--- src/rtl/atan_ratio_prep.sv ---
// atan_ratio_prep: reduces a signed (x, y) pair to an octant code and the
// unsigned Q0.8 ratio min(|x|,|y|)/max(|x|,|y|), ready for the atan
// polynomial stage that follows.
//
// The ratio comes from a restoring divider that produces one quotient bit
// per cycle. A zero vector (max == 0) yields ratio 0 and octant 000, and a
// ratio of exactly 1.0 saturates to 255.
//
// Configuration macro: ATAN_RATIO_PREP_ROUND_EN
//   undefined : 8 quotient bits, truncated result, latency 10 edges
//   defined   : 9 quotient bits, round-half-up result, latency 11 edges
//
// Handshakes: a transfer happens on a rising edge where valid && ready are
// both high. The producer holds its data stable while valid is high and
// ready is low. in_ready_o is high only in IDLE. out_valid_o stays high with
// stable data until out_ready_i is seen high.
module atan_ratio_prep #(
  parameter int DATA_W = 16
) (
  input  logic                     clk,
  input  logic                     rst,
  input  logic                     in_valid_i,
  output logic                     in_ready_o,
  input  logic signed [DATA_W-1:0] x_i,
  input  logic signed [DATA_W-1:0] y_i,
  output logic                     out_valid_o,
  input  logic                     out_ready_i,
  output logic [7:0]               atan_poly_o,
  output logic [2:0]               octant_o,
  output logic [1:0]               state_o
);

`ifdef ATAN_RATIO_PREP_ROUND_EN
  localparam int QB = 9;
`else
  localparam int QB = 8;
`endif

  typedef enum logic [1:0] {
    S_IDLE = 2'd0,
    S_ABS  = 2'd1,
    S_DIV  = 2'd2,
    S_DONE = 2'd3
  } state_t;

  state_t                     r_state;
  logic signed [DATA_W-1:0]   r_x;
  logic signed [DATA_W-1:0]   r_y;
  logic [DATA_W-1:0]          r_min;
  logic [DATA_W-1:0]          r_max;
  logic [DATA_W-1:0]          r_rem;
  logic [QB-1:0]              r_quo;
  logic [3:0]                 r_cnt;
  logic [2:0]                 r_oct;
  logic                       r_zero;
  logic                       r_in_ready;
  logic                       r_out_valid;
  logic [7:0]                 r_poly;
  logic [2:0]                 r_octant;

  // Magnitudes are unsigned, so -2^(DATA_W-1) becomes 2^(DATA_W-1) exactly.
  logic [DATA_W-1:0] w_abs_x;
  logic [DATA_W-1:0] w_abs_y;
  logic              w_y_gt_x;
  logic [DATA_W-1:0] w_min;
  logic [DATA_W-1:0] w_max;

  assign w_abs_x  = r_x[DATA_W-1] ? DATA_W'(-r_x) : DATA_W'(r_x);
  assign w_abs_y  = r_y[DATA_W-1] ? DATA_W'(-r_y) : DATA_W'(r_y);
  assign w_y_gt_x = (w_abs_y > w_abs_x);
  assign w_min    = w_y_gt_x ? w_abs_x : w_abs_y;
  assign w_max    = w_y_gt_x ? w_abs_y : w_abs_x;

  // One restoring-division step. The remainder never exceeds max, so it
  // fits in DATA_W bits; only the shifted trial value needs one more bit.
  logic [DATA_W:0]   w_rem_sh;
  logic              w_ge;
  logic [DATA_W:0]   w_rem_sub;
  logic [DATA_W-1:0] w_rem_nx;

  assign w_rem_sh  = {r_rem, 1'b0};
  assign w_ge      = (w_rem_sh >= {1'b0, r_max});
  assign w_rem_sub = w_rem_sh - {1'b0, r_max};
  assign w_rem_nx  = w_ge ? w_rem_sub[DATA_W-1:0] : w_rem_sh[DATA_W-1:0];

  // Final ratio: rounding or truncation, saturation to 255, zero-vector force.
  logic [7:0] w_sat;
  logic [7:0] w_poly;

`ifdef ATAN_RATIO_PREP_ROUND_EN
  logic [QB:0]   w_q_inc;
  logic [QB-1:0] w_rnd;
  assign w_q_inc = {1'b0, r_quo} + (QB+1)'(1);
  assign w_rnd   = w_q_inc[QB:1];
  assign w_sat   = w_rnd[QB-1] ? 8'hFF : w_rnd[7:0];
`else
  // With min == max every quotient bit comes out 1, so 255 appears naturally.
  assign w_sat   = r_quo;
`endif

  assign w_poly = r_zero ? 8'd0 : w_sat;

  // Control FSM and datapath registers; reset wins over any handshake.
  always_ff @(posedge clk) begin
    if (rst) begin
      r_state     <= S_IDLE;
      r_x         <= '0;
      r_y         <= '0;
      r_min       <= '0;
      r_max       <= '0;
      r_rem       <= '0;
      r_quo       <= '0;
      r_cnt       <= '0;
      r_oct       <= '0;
      r_zero      <= 1'b0;
      r_in_ready  <= 1'b1;
      r_out_valid <= 1'b0;
      r_poly      <= '0;
      r_octant    <= '0;
    end else begin
      case (r_state)
        S_IDLE: begin
          if (in_valid_i) begin
            r_x        <= x_i;
            r_y        <= y_i;
            r_in_ready <= 1'b0;
            r_state    <= S_ABS;
          end
        end
        S_ABS: begin
          r_min   <= w_min;
          r_max   <= w_max;
          r_rem   <= w_min;
          r_quo   <= '0;
          r_cnt   <= '0;
          r_oct   <= {r_y[DATA_W-1], r_x[DATA_W-1], w_y_gt_x};
          r_zero  <= (w_max == '0);
          r_state <= S_DIV;
        end
        S_DIV: begin
          if (r_cnt == 4'(QB)) begin
            r_poly      <= w_poly;
            r_octant    <= r_zero ? 3'b000 : r_oct;
            r_out_valid <= 1'b1;
            r_state     <= S_DONE;
          end else begin
            r_rem <= w_rem_nx;
            r_quo <= {r_quo[QB-2:0], w_ge};
            r_cnt <= r_cnt + 4'd1;
          end
        end
        S_DONE: begin
          if (out_ready_i) begin
            r_out_valid <= 1'b0;
            r_in_ready  <= 1'b1;
            r_state     <= S_IDLE;
          end
        end
        default: r_state <= S_IDLE;
      endcase
    end
  end

  assign in_ready_o  = r_in_ready;
  assign out_valid_o = r_out_valid;
  assign atan_poly_o = r_poly;
  assign octant_o    = r_octant;
  assign state_o     = r_state;

endmodule

--- config.mk ---
export PLATFORM = sky130hd
export DESIGN_NAME = atan_ratio_prep
export DESIGN_NICKNAME = d
export VERILOG_FILES = /design/src/rtl/atan_ratio_prep.sv
export SDC_FILE = /design/constraint.sdc
export NUM_CORES = 1
export LEC_CHECK = 0
export CAP_MARGIN = 30
export CORE_MARGIN = 4
export CORE_UTILIZATION = 55
export CTS_BUF_LIST = sky130_fd_sc_hd__clkbuf_16
export DETAILED_ROUTE_END_ITERATION = 7
export PLACE_DENSITY = 0.81
export SYNTH_ARGS = -nofsm -noshare
export SYNTH_HDL_FRONTEND = slang
export SYNTH_SLANG_ARGS = --single-unit
--- constraint.sdc ---
create_clock -name clk -period 5.5 [get_ports clk]
set_input_delay 1.1 -clock clk [delete_from_list [all_inputs] [get_ports clk]]
set_output_delay 1.1 -clock clk [all_outputs]
set_load 0.02 [all_outputs]
* Yosys cells after proc, flatten, opt, wreduce, memory -nomap -nowiden *
Index checks and enable logic that the tools add are counted.

storage, ports and cells
  flip-flop bits (word level) = 95
  input port bits = 36
  output and inout port bits = 15
  word-level logic and storage cells = 61

operators by class
  add/subtract/negate cells = 4
  $lt $le $gt $ge = 2
  equality and inequality tests = 8
  mux-type cells = 23
  reductions and logical operators = 11

operators with widths
  kind                                                 number
  2-to-1 mux 16 bit                                    6
  negator 16 bit                                       2
  case mux 16 bit (2 select lines)                     1
  >= comparator 17 x 16 -> 1 bit                       1
  > comparator 16 bit                                  1
  logical NOT 16 bit                                   1
  2-to-1 mux 8 bit                                     2
  case mux 8 bit (2 select lines)                      1
  subtractor 16 bit                                    1
  AND reduction 3 bit                                  3
  inequality test 2 bit, second input constant         4
  case mux 2 bit (4 select lines)                      1
  case mux 4 bit (2 select lines)                      1
  2-to-1 mux 2 bit                                     3
  AND reduction 2 bit                                  3
  nonzero test 2 bit                                   3
  adder 4 x 1 -> 4 bit, second input constant          1
  equality test 2 bit, second input constant           2
  equality test 4 bit, second input constant           1
  2-to-1 mux 1 bit                                     4
  2-to-1 mux 4 bit                                     1
  case mux 1 bit (2 select lines)                      2
  2-to-1 mux 3 bit                                     1
  equality test 2 x 1 -> 1 bit, second input constant  1
  logical NOT 2 bit                                    1

* Longest topological paths before layout *
Gate-level depths: netlist of the first run.

  word-level depth = 5
  depth in mapped cells = 19
  mapped depth without buffers = 16

* Least setup slack after synthesis of the first run *
OpenSTA, ideal clock, no wires.

  kind = register to register
  from = register r_y[0]
  to = register r_max[1]
  library setup time = 0.065 ns
  arrival time = 4.309 ns
  data required time = 5.435 ns
  slack = 1.126 ns
  stages on the path, launching flop included = 19
  path buffers = 3
  period minus slack after synthesis = 4.374 ns
  cells stage by stage = dfxtp_1 -> inv_1 -> ha_1 -> or3b_2 -> or2_2 -> o41ai_1 -> xor2_1 -> inv_1 -> ha_1 -> nand4_1 -> or4_1 -> o221ai_1 -> o31a_1 -> clkbuf_1 -> buf_2 -> buf_2 -> mux2i_1 -> mux2i_1 -> nor2_1

on the way
  cells in the longest elaborated chain, start to end = 4

RTL lines
  item                    line  source
  from (decl)             48    logic signed [DATA_W-1:0] r_y;
  from (signal assigned)  125   r_y <= y_i;
  negator 16 bit          69    assign w_abs_y = r_y[DATA_W-1] ? DATA_W'(-r_y) : DATA_W'(r_y);
  2-to-1 mux 16 bit (*)   69
  > comparator 16 bit     70    assign w_y_gt_x = (w_abs_y > w_abs_x);
  2-to-1 mux 16 bit (*)   72    assign w_max = w_y_gt_x ? w_abs_y : w_abs_x;
  to (signal assigned)    132   r_max <= w_max;
  to (decl)               50    logic [DATA_W-1:0] r_max;

Mark *: on every way between the ends. The rest lies on a longest branch, timed or not.
A chain may end at the register's enable or synchronous reset.

* Final worst setup path of the first run *
  from = register r_y[0]
  to = register r_rem[1]

on the way
  cells in the longest elaborated chain, start to end = 5

RTL lines
  item                                  line  source
  negator 16 bit                        69
  2-to-1 mux 16 bit (*)                 69
  > comparator 16 bit                   70
  2-to-1 mux 16 bit (*)                 71    assign w_min = w_y_gt_x ? w_abs_x : w_abs_y;
  case mux 16 bit (2 select lines) (*)  121   case (r_state)
  to (signal assigned)                  133   r_rem <= w_min;
  to (signal assigned)                  147   r_rem <= w_rem_nx;
  to (decl)                             51    logic [DATA_W-1:0] r_rem;

Marks and branches as above.

==> flow_summary.toml, run 1 <==
[outcome]
run_status = "completed"

[place]
placement.io_buffers = 50
detailed_place_hpwl_um = 11100
finalWeightedCongestion = 0.954

[synthesis]
dominantRegCellSynth = "sky130_fd_sc_hd__dfxtp_1"
syn_nets = 835
synth_seq_area_share = 0.316
synth_top_cell_area_share = 0.316
yosysUniqueCellTypes = 52
syn-cell-area_mm2 = 0.00602
synth_most_common_cell = "sky130_fd_sc_hd__nand2_1"
synth-edff-count = 0
synthTopCellsByArea = "sky130_fd_sc_hd__dfxtp_1 (32%), sky130_fd_sc_hd__ha_1 (8.5%), sky130_fd_sc_hd__mux2i_1 (7.7%)"
synth.top_cells.by_count = "sky130_fd_sc_hd__nand2_1 (106), sky130_fd_sc_hd__dfxtp_1 (95), sky130_fd_sc_hd__a21oi_1 (84)"
gate_count_post_synth = 757
ys_ff_latch = 95
synthArstFlopShare = 0
synthesis.area_per_instance_um2 = 7.95
synth_top_area_cell = "sky130_fd_sc_hd__dfxtp_1"
ys_warn_count = 0

[power]
p_per_area_mw_per_mm2 = 633
irDropWorstVdd_mv = 0.324
leakage_nw = 2.72

[route]
drt-met1-wl_um = 6660
maxUsedRoutingLayer = "met4"
wirelength_um = 15000
drcViolationCount = 0
antenna_violating_nets_post_route = 0
detail_route.iter0.violations = 411
wl_per_cell_um = 16.3
num_vias = 5533
wire_length_on_met2_um = 7200
avgViaCountPerCell = 6.01
route.met3.wl_um = 772
dr.pass1.iters = 5

[sta]
final_max_slew_viol_count = 0
hold_violations = 0
final-setup-viol-count = 0
grt_setup_unrepaired = "false"
tightestPinTransition_ps = 816
timing.fmax_mhz = 197
slew-limit-headroom = 0.456
period_share = 0.924
period_minus_slack_ps = 5080
worst_clock_skew_ps = 8.62
sum_of_negative_setup_slack_ps = 0

[setup_path]
critPathCaptureType = "flip-flop"
critPathMaxFanout = 25
worst-endpoint-required_ps = 5750
setup.worst_path.start_class = "flip-flop"
crit_path_dat_ps = 5330
path_class = "flip-flop to flip-flop"

[cts]
clk_latency_ps = 350
cts_num_sinks = 95
max_buffers_root_to_sink = 2
tritoncts.num_buffers = 9
h-tree-depth = 3
worst_setup_hold_path_clk_slew_ps = 70
cts_setup_buffers = 0
cts_root_buf = "sky130_fd_sc_hd__clkbuf_16"
post_cts.resized_instances = 0
cts_hold_buf = 0
cts_tree = "yes"

[run]
cap_viol_max_count = 0

[grt]
vias_in_the_first_global_route = 5297
largest_net_degree_at_the_start_of_global_routing = 75
antenna_found_initial = 0
overflow = 0
grt_pass1_wl_um = 24900
grt_usage = 0.234

[die]
die-height_um = 113
die_area_mm2 = 0.0127
initial_core_util = 0.573
placement_rows = 37
io_pins = 51
die_width_um = 113
core_area_mm2 = 0.0105

[worst_hold_path]
hold_path.class = "flip-flop to flip-flop"

[finish]
layout-drive-gt1-share = 0.0535
num-nets-final = 858
utilization = 0.655
synthToLayoutAreaGrowth_pct = 14.5
antenna-diode-count = 0
## stage by stage
stage / cells / power (W) / hold slack [ps] / worst slack (ps) / area (µm²)
finish: 921 / 0.00436 / 472 / 421 / 6890
global route: 921 / 0.00466 / 486 / 105 / 6890
CTS: 921 / 0.00432 / 467 / 424 / 6890
detailed placement: 905 / 0.00369 / 457 / 539 / 6600
global placement: 903 / 0.00357 / 452 / 779 / 6540
floorplan: 757 / 0.00309 / 440 / 1130 / 6020
## final cells by class
type / instances / area [µm²]
clock buffer: 9 / 225
clock inverter: 7 / 67.6
fill: 843 / 3620
inverter: 47 / 176
multi-input combinational: 572 / 3770
sequential: 95 / 1900
tap: 136 / 170
timing repair buffer: 55 / 573
## cells in the final DEF, fill, tap and decap left out, types with 4 or more instances in the layout
master	n
sky130_fd_sc_hd__clkdlybuf4s50_1	49
sky130_fd_sc_hd__o41ai_1	5
sky130_fd_sc_hd__nor3b_1	11
sky130_fd_sc_hd__o31ai_1	16
sky130_fd_sc_hd__nor3_1	15
sky130_fd_sc_hd__dfxtp_1	95
sky130_fd_sc_hd__o21ai_0	28
sky130_fd_sc_hd__o21a_1	5
sky130_fd_sc_hd__xnor2_1	11
sky130_fd_sc_hd__clkbuf_16	9
sky130_fd_sc_hd__a311oi_1	4
sky130_fd_sc_hd__inv_1	46
sky130_fd_sc_hd__nand2b_1	5
sky130_fd_sc_hd__a211oi_1	10
sky130_fd_sc_hd__nand4_1	9
sky130_fd_sc_hd__or2_2	6
sky130_fd_sc_hd__nand2_1	106
sky130_fd_sc_hd__xor2_1	25
sky130_fd_sc_hd__nand3_1	22
sky130_fd_sc_hd__nor2_1	45
sky130_fd_sc_hd__nor2b_1	7
sky130_fd_sc_hd__ha_1	41
sky130_fd_sc_hd__mux2i_1	46
sky130_fd_sc_hd__a21oi_1	84
sky130_fd_sc_hd__or4_1	5
sky130_fd_sc_hd__or3_1	9
sky130_fd_sc_hd__mux2_2	6
sky130_fd_sc_hd__a21o_1	4
sky130_fd_sc_hd__nand3b_1	7
## sequential cells by signal, indices dropped and copies added, names as in the netlist
signal       flops
r_quo            8
in_ready_o       1
state_o          2
octant_o         3
r_rem           16
r_max           16
r_y             16
r_cnt            4
r_oct            3
out_valid_o      1
r_x             16
r_zero           1
atan_poly_o      8
## kinds of logic (layout without fill, tap and decap cells)
logic type	Yosys count	in the layout	synth area share
adders and majority gates	42	42	0.0886
AOI/OAI and AO/OA	175	175	0.178
DFF	95	95	0.316
and+or+nand+nor	266	266	0.217
muxes	52	52	0.0878
buffers and inverters	90	118	0.0570
xor gates and xnor gates	37	37	0.0551
## routing by layer
metal | track usage | vias up
met5 | 0 | -
met4 | 0.103 | 0
met1 | 0.303 | 2612
li1 | - | 2695
met2 | 0.389 | 192
met3 | 0.0280 | 34
## worst max-delay path: stages, from the launching register on
cell	delay [ps]
sky130_fd_sc_hd__dfxtp_1	360
sky130_fd_sc_hd__inv_1	110
sky130_fd_sc_hd__ha_1	160
sky130_fd_sc_hd__or3b_2	470
sky130_fd_sc_hd__or2_2	350
sky130_fd_sc_hd__o41ai_1	350
sky130_fd_sc_hd__xor2_1	300
sky130_fd_sc_hd__inv_1	90
sky130_fd_sc_hd__ha_1	340
sky130_fd_sc_hd__nand4_1	100
sky130_fd_sc_hd__or4_1	510
sky130_fd_sc_hd__o221ai_1	220
sky130_fd_sc_hd__o31a_2	640
sky130_fd_sc_hd__buf_4	340
sky130_fd_sc_hd__mux2i_1	230
sky130_fd_sc_hd__a21oi_1	90
sky130_fd_sc_hd__a311oi_1	310
## power by group
part / total [W] / leakage (nW) / internal (W) / switching (W)
registers: 0.000971 / 0.774 / 0.000825 / 0.000147
clock network: 0.000606 / 0.140 / 0.000318 / 0.000289
logic: 0.00279 / 1.81 / 0.00113 / 0.00166
## worst paths after layout
check | from | end | slack (ps) | cells after the start
worst min register to register | r_quo[7] | r_quo[7] | 470 | 2
worst min-delay path | r_quo[7] | r_quo[7] | 470 | 2
worst max-delay path | r_y[0] | r_rem[1] | 420 | 16
worst max register to register | r_y[0] | r_rem[1] | 420 | 16
(Power assumes the default switching activity.)
==> inputs of run 2 (changes only) <==
--- a/config.mk
+++ b/config.mk
@@ -10,7 +10,8 @@
 export CORE_UTILIZATION = 55
 export CTS_BUF_LIST = sky130_fd_sc_hd__clkbuf_16
 export DETAILED_ROUTE_END_ITERATION = 7
-export PLACE_DENSITY = 0.81
+export DONT_BUFFER_PORTS = 1
+export PLACE_DENSITY = 0.75
 export SYNTH_ARGS = -nofsm -noshare
 export SYNTH_HDL_FRONTEND = slang
 export SYNTH_SLANG_ARGS = --single-unit
==> run 2 against run 1 <==
Compared with the run above:
- worst setup slack improved by 34 ps
- combinational power about the same
- cell count is 5.2% lower
- power is 0.15% higher
- count of clock-buffer cells in the layout unchanged
- clock skew is 0.98 ps lower
- sequential power increased by 0.9%
- maximum frequency is 0.68% higher
- worst hold slack worse by 11 ps
- critical endpoint unchanged
- largest power group unchanged
==> flow_summary.toml, run 2 (synthesized netlist as in run 1, its figures left out) <==
[outcome]
run_status = "completed"

[grt]
antenna_found_initial = 0
grt_pass1_wl_um = 24800
overflow = 0
largest_net_degree_at_the_start_of_global_routing = 97
grt_usage = 0.236
vias_in_the_first_global_route = 5138

[cts]
cts_hold_buf = 0
tritoncts.num_buffers = 9
cts_root_buf = "sky130_fd_sc_hd__clkbuf_16"
clk_latency_ps = 350
cts_tree = "yes"
worst_setup_hold_path_clk_slew_ps = 70
h-tree-depth = 3
post_cts.resized_instances = 0
cts_setup_buffers = 0
cts_num_sinks = 95
max_buffers_root_to_sink = 2

[power]
total_power_w = 0.00437
share_comb_of_total_power = 0.634
internal-power_w = 0.00225
seq_power_share = 0.224
share_clk_of_total_power = 0.142
switching_share = 0.486
p_per_area_mw_per_mm2 = 681
total_switching_power_w = 0.00212
irDropWorstVdd_mv = 0.344
leakage_nw = 2.55

[setup_path]
crit_path_dat_ps = 5300
timing.rr.start = "r_y[0]"
worst-endpoint-required_ps = 5750
path_class = "flip-flop to flip-flop"
critPathCaptureType = "flip-flop"
rrSetupSlack_ps = 450
worstReg2RegEnd = "r_rem[1]"
setup.worst_path.start_class = "flip-flop"
ff2ff_path_depth = 16
critPathMaxFanout = 24

[worst_hold_path]
hold-path-endpoint = "r_quo[7]"
hold_path_depth = 2
hold_path.startpoint = "r_quo[7]"
hold_path.class = "flip-flop to flip-flop"

[route]
wirelength_um = 15000
dr.pass1.iters = 5
drcViolationCount = 0
num_vias = 5322
antenna_violating_nets_post_route = 0
wl_per_cell_um = 17.1
detail_route.iter0.violations = 341
avgViaCountPerCell = 6.10

[die]
placement_rows = 37
io_pins = 51
core_area_mm2 = 0.0105
die-height_um = 113
die_width_um = 113
initial_core_util = 0.573
die_area_mm2 = 0.0127

[sta]
sum_of_negative_setup_slack_ps = 0
tightestPinTransition_ps = 808
final_max_slew_viol_count = 0
period_share = 0.917
period_minus_slack_ps = 5050
worst_clock_skew_ps = 7.64
grt_setup_unrepaired = "false"
slew-limit-headroom = 0.461
timing.fmax_mhz = 198
final-setup-viol-count = 0
hold_violations = 0

[finish]
multiInputGateArea_mm2 = 0.00377
fin_area_mm2 = 0.00641
layout.area.seq_mm2 = 0.00190
layout-drive-gt1-share = 0.0597
layoutNonFillerInstCount = 873
layout_commonest_cell = "sky130_fd_sc_hd__nand2_1"
utilization = 0.610
fillCellCount = 920
antenna-diode-count = 0
num-nets-final = 810
synthToLayoutAreaGrowth_pct = 6.59
most-common-layout-cells = "sky130_fd_sc_hd__nand2_1 (106), sky130_fd_sc_hd__dfxtp_1 (95), sky130_fd_sc_hd__a21oi_1 (84), sky130_fd_sc_hd__mux2i_1 (46), sky130_fd_sc_hd__inv_1 (46)"

[place]
placement.io_buffers = 0
dp.cells = 856
finalWeightedCongestion = 0.916
dpl_cell_area_mm2 = 0.00609
detailed_place_hpwl_um = 10900

[run]
cap_viol_max_count = 0
==> run 2: cell count changes in the layout (fill, tap and decap cells not counted) <==
cell / previous run / this run
sky130_fd_sc_hd__inv_6: 1 / 2
sky130_fd_sc_hd__clkinv_4: 1 / 2
sky130_fd_sc_hd__clkinvlp_4: 1 / 0
sky130_fd_sc_hd__clkdlybuf4s50_1: 49 / 0
sky130_fd_sc_hd__clkinv_1: 2 / 1
sky130_fd_sc_hd__buf_4: 3 / 5
sky130_fd_sc_hd__buf_2: 1 / 0
==> run 2: worst max path at each step <==
stage / start / to / slack (ps)
after global routing: r_y[0] / r_rem[1] / 270
final: r_y[0] / r_rem[1] / 450
after detailed placement: r_y[0] / r_max[5] / 590
after global placement: r_y[0] / r_max[5] / 790
after floorplan: r_y[0] / r_max[1] / 1130
after CTS: r_y[0] / r_rem[1] / 530
==> run 2: area by class of cell <==
cell class                      count  share of cell area
Timing Repair Buffer                7              0.0144
Tap cell                          136              0.0265
Multi-Input combinational cell    572               0.588
Clock inverter                      7              0.0115
Inverter                           47              0.0275
Clock buffer                        9              0.0351
Sequential cell                    95               0.297
==> run 2: power groups by stage <==
stage / sequential [W] / clock (W) / combinational [W]
final: 0.000980 / 0.000620 / 0.00277
after global routing: 0.000999 / 0.000662 / 0.00304
after CTS: 0.000976 / 0.000630 / 0.00270
after detailed placement: 0.000992 / 0 / 0.00268
after global placement: 0.000984 / 0 / 0.00260
after floorplan: 0.000940 / 0 / 0.00215
==> run 2: worst max-delay path: stages (launching register included) <==
cell                       delay, ps
sky130_fd_sc_hd__dfxtp_1         350
sky130_fd_sc_hd__inv_1           110
sky130_fd_sc_hd__ha_1            170
sky130_fd_sc_hd__or3b_2          480
sky130_fd_sc_hd__or2_2           360
sky130_fd_sc_hd__o31ai_1         320
sky130_fd_sc_hd__xor2_1          300
sky130_fd_sc_hd__inv_1            80
sky130_fd_sc_hd__ha_1            320
sky130_fd_sc_hd__nand4_1         140
sky130_fd_sc_hd__or4_1           470
sky130_fd_sc_hd__o221ai_1        240
sky130_fd_sc_hd__o31a_2          630
sky130_fd_sc_hd__buf_4           350
sky130_fd_sc_hd__mux2i_1         220
sky130_fd_sc_hd__a21oi_1         100
sky130_fd_sc_hd__a311oi_1        310
==> run 2: metal layers <==
layer	up-vias	wire length, µm	GRT usage
li1	2612	-	-
met1	2518	6770	0.307
met2	169	7050	0.393
met3	23	876	0.0447
met4	0	262	0.0801
met5	-	0	0
==> run 2: stage by stage <==
step | setup slack [ps] | hold slack, ps
floorplan | 1130 | 440
global placement | 791 | 448
detailed placement | 590 | 451
CTS | 525 | 461
global route | 266 | 481
finish | 455 | 461
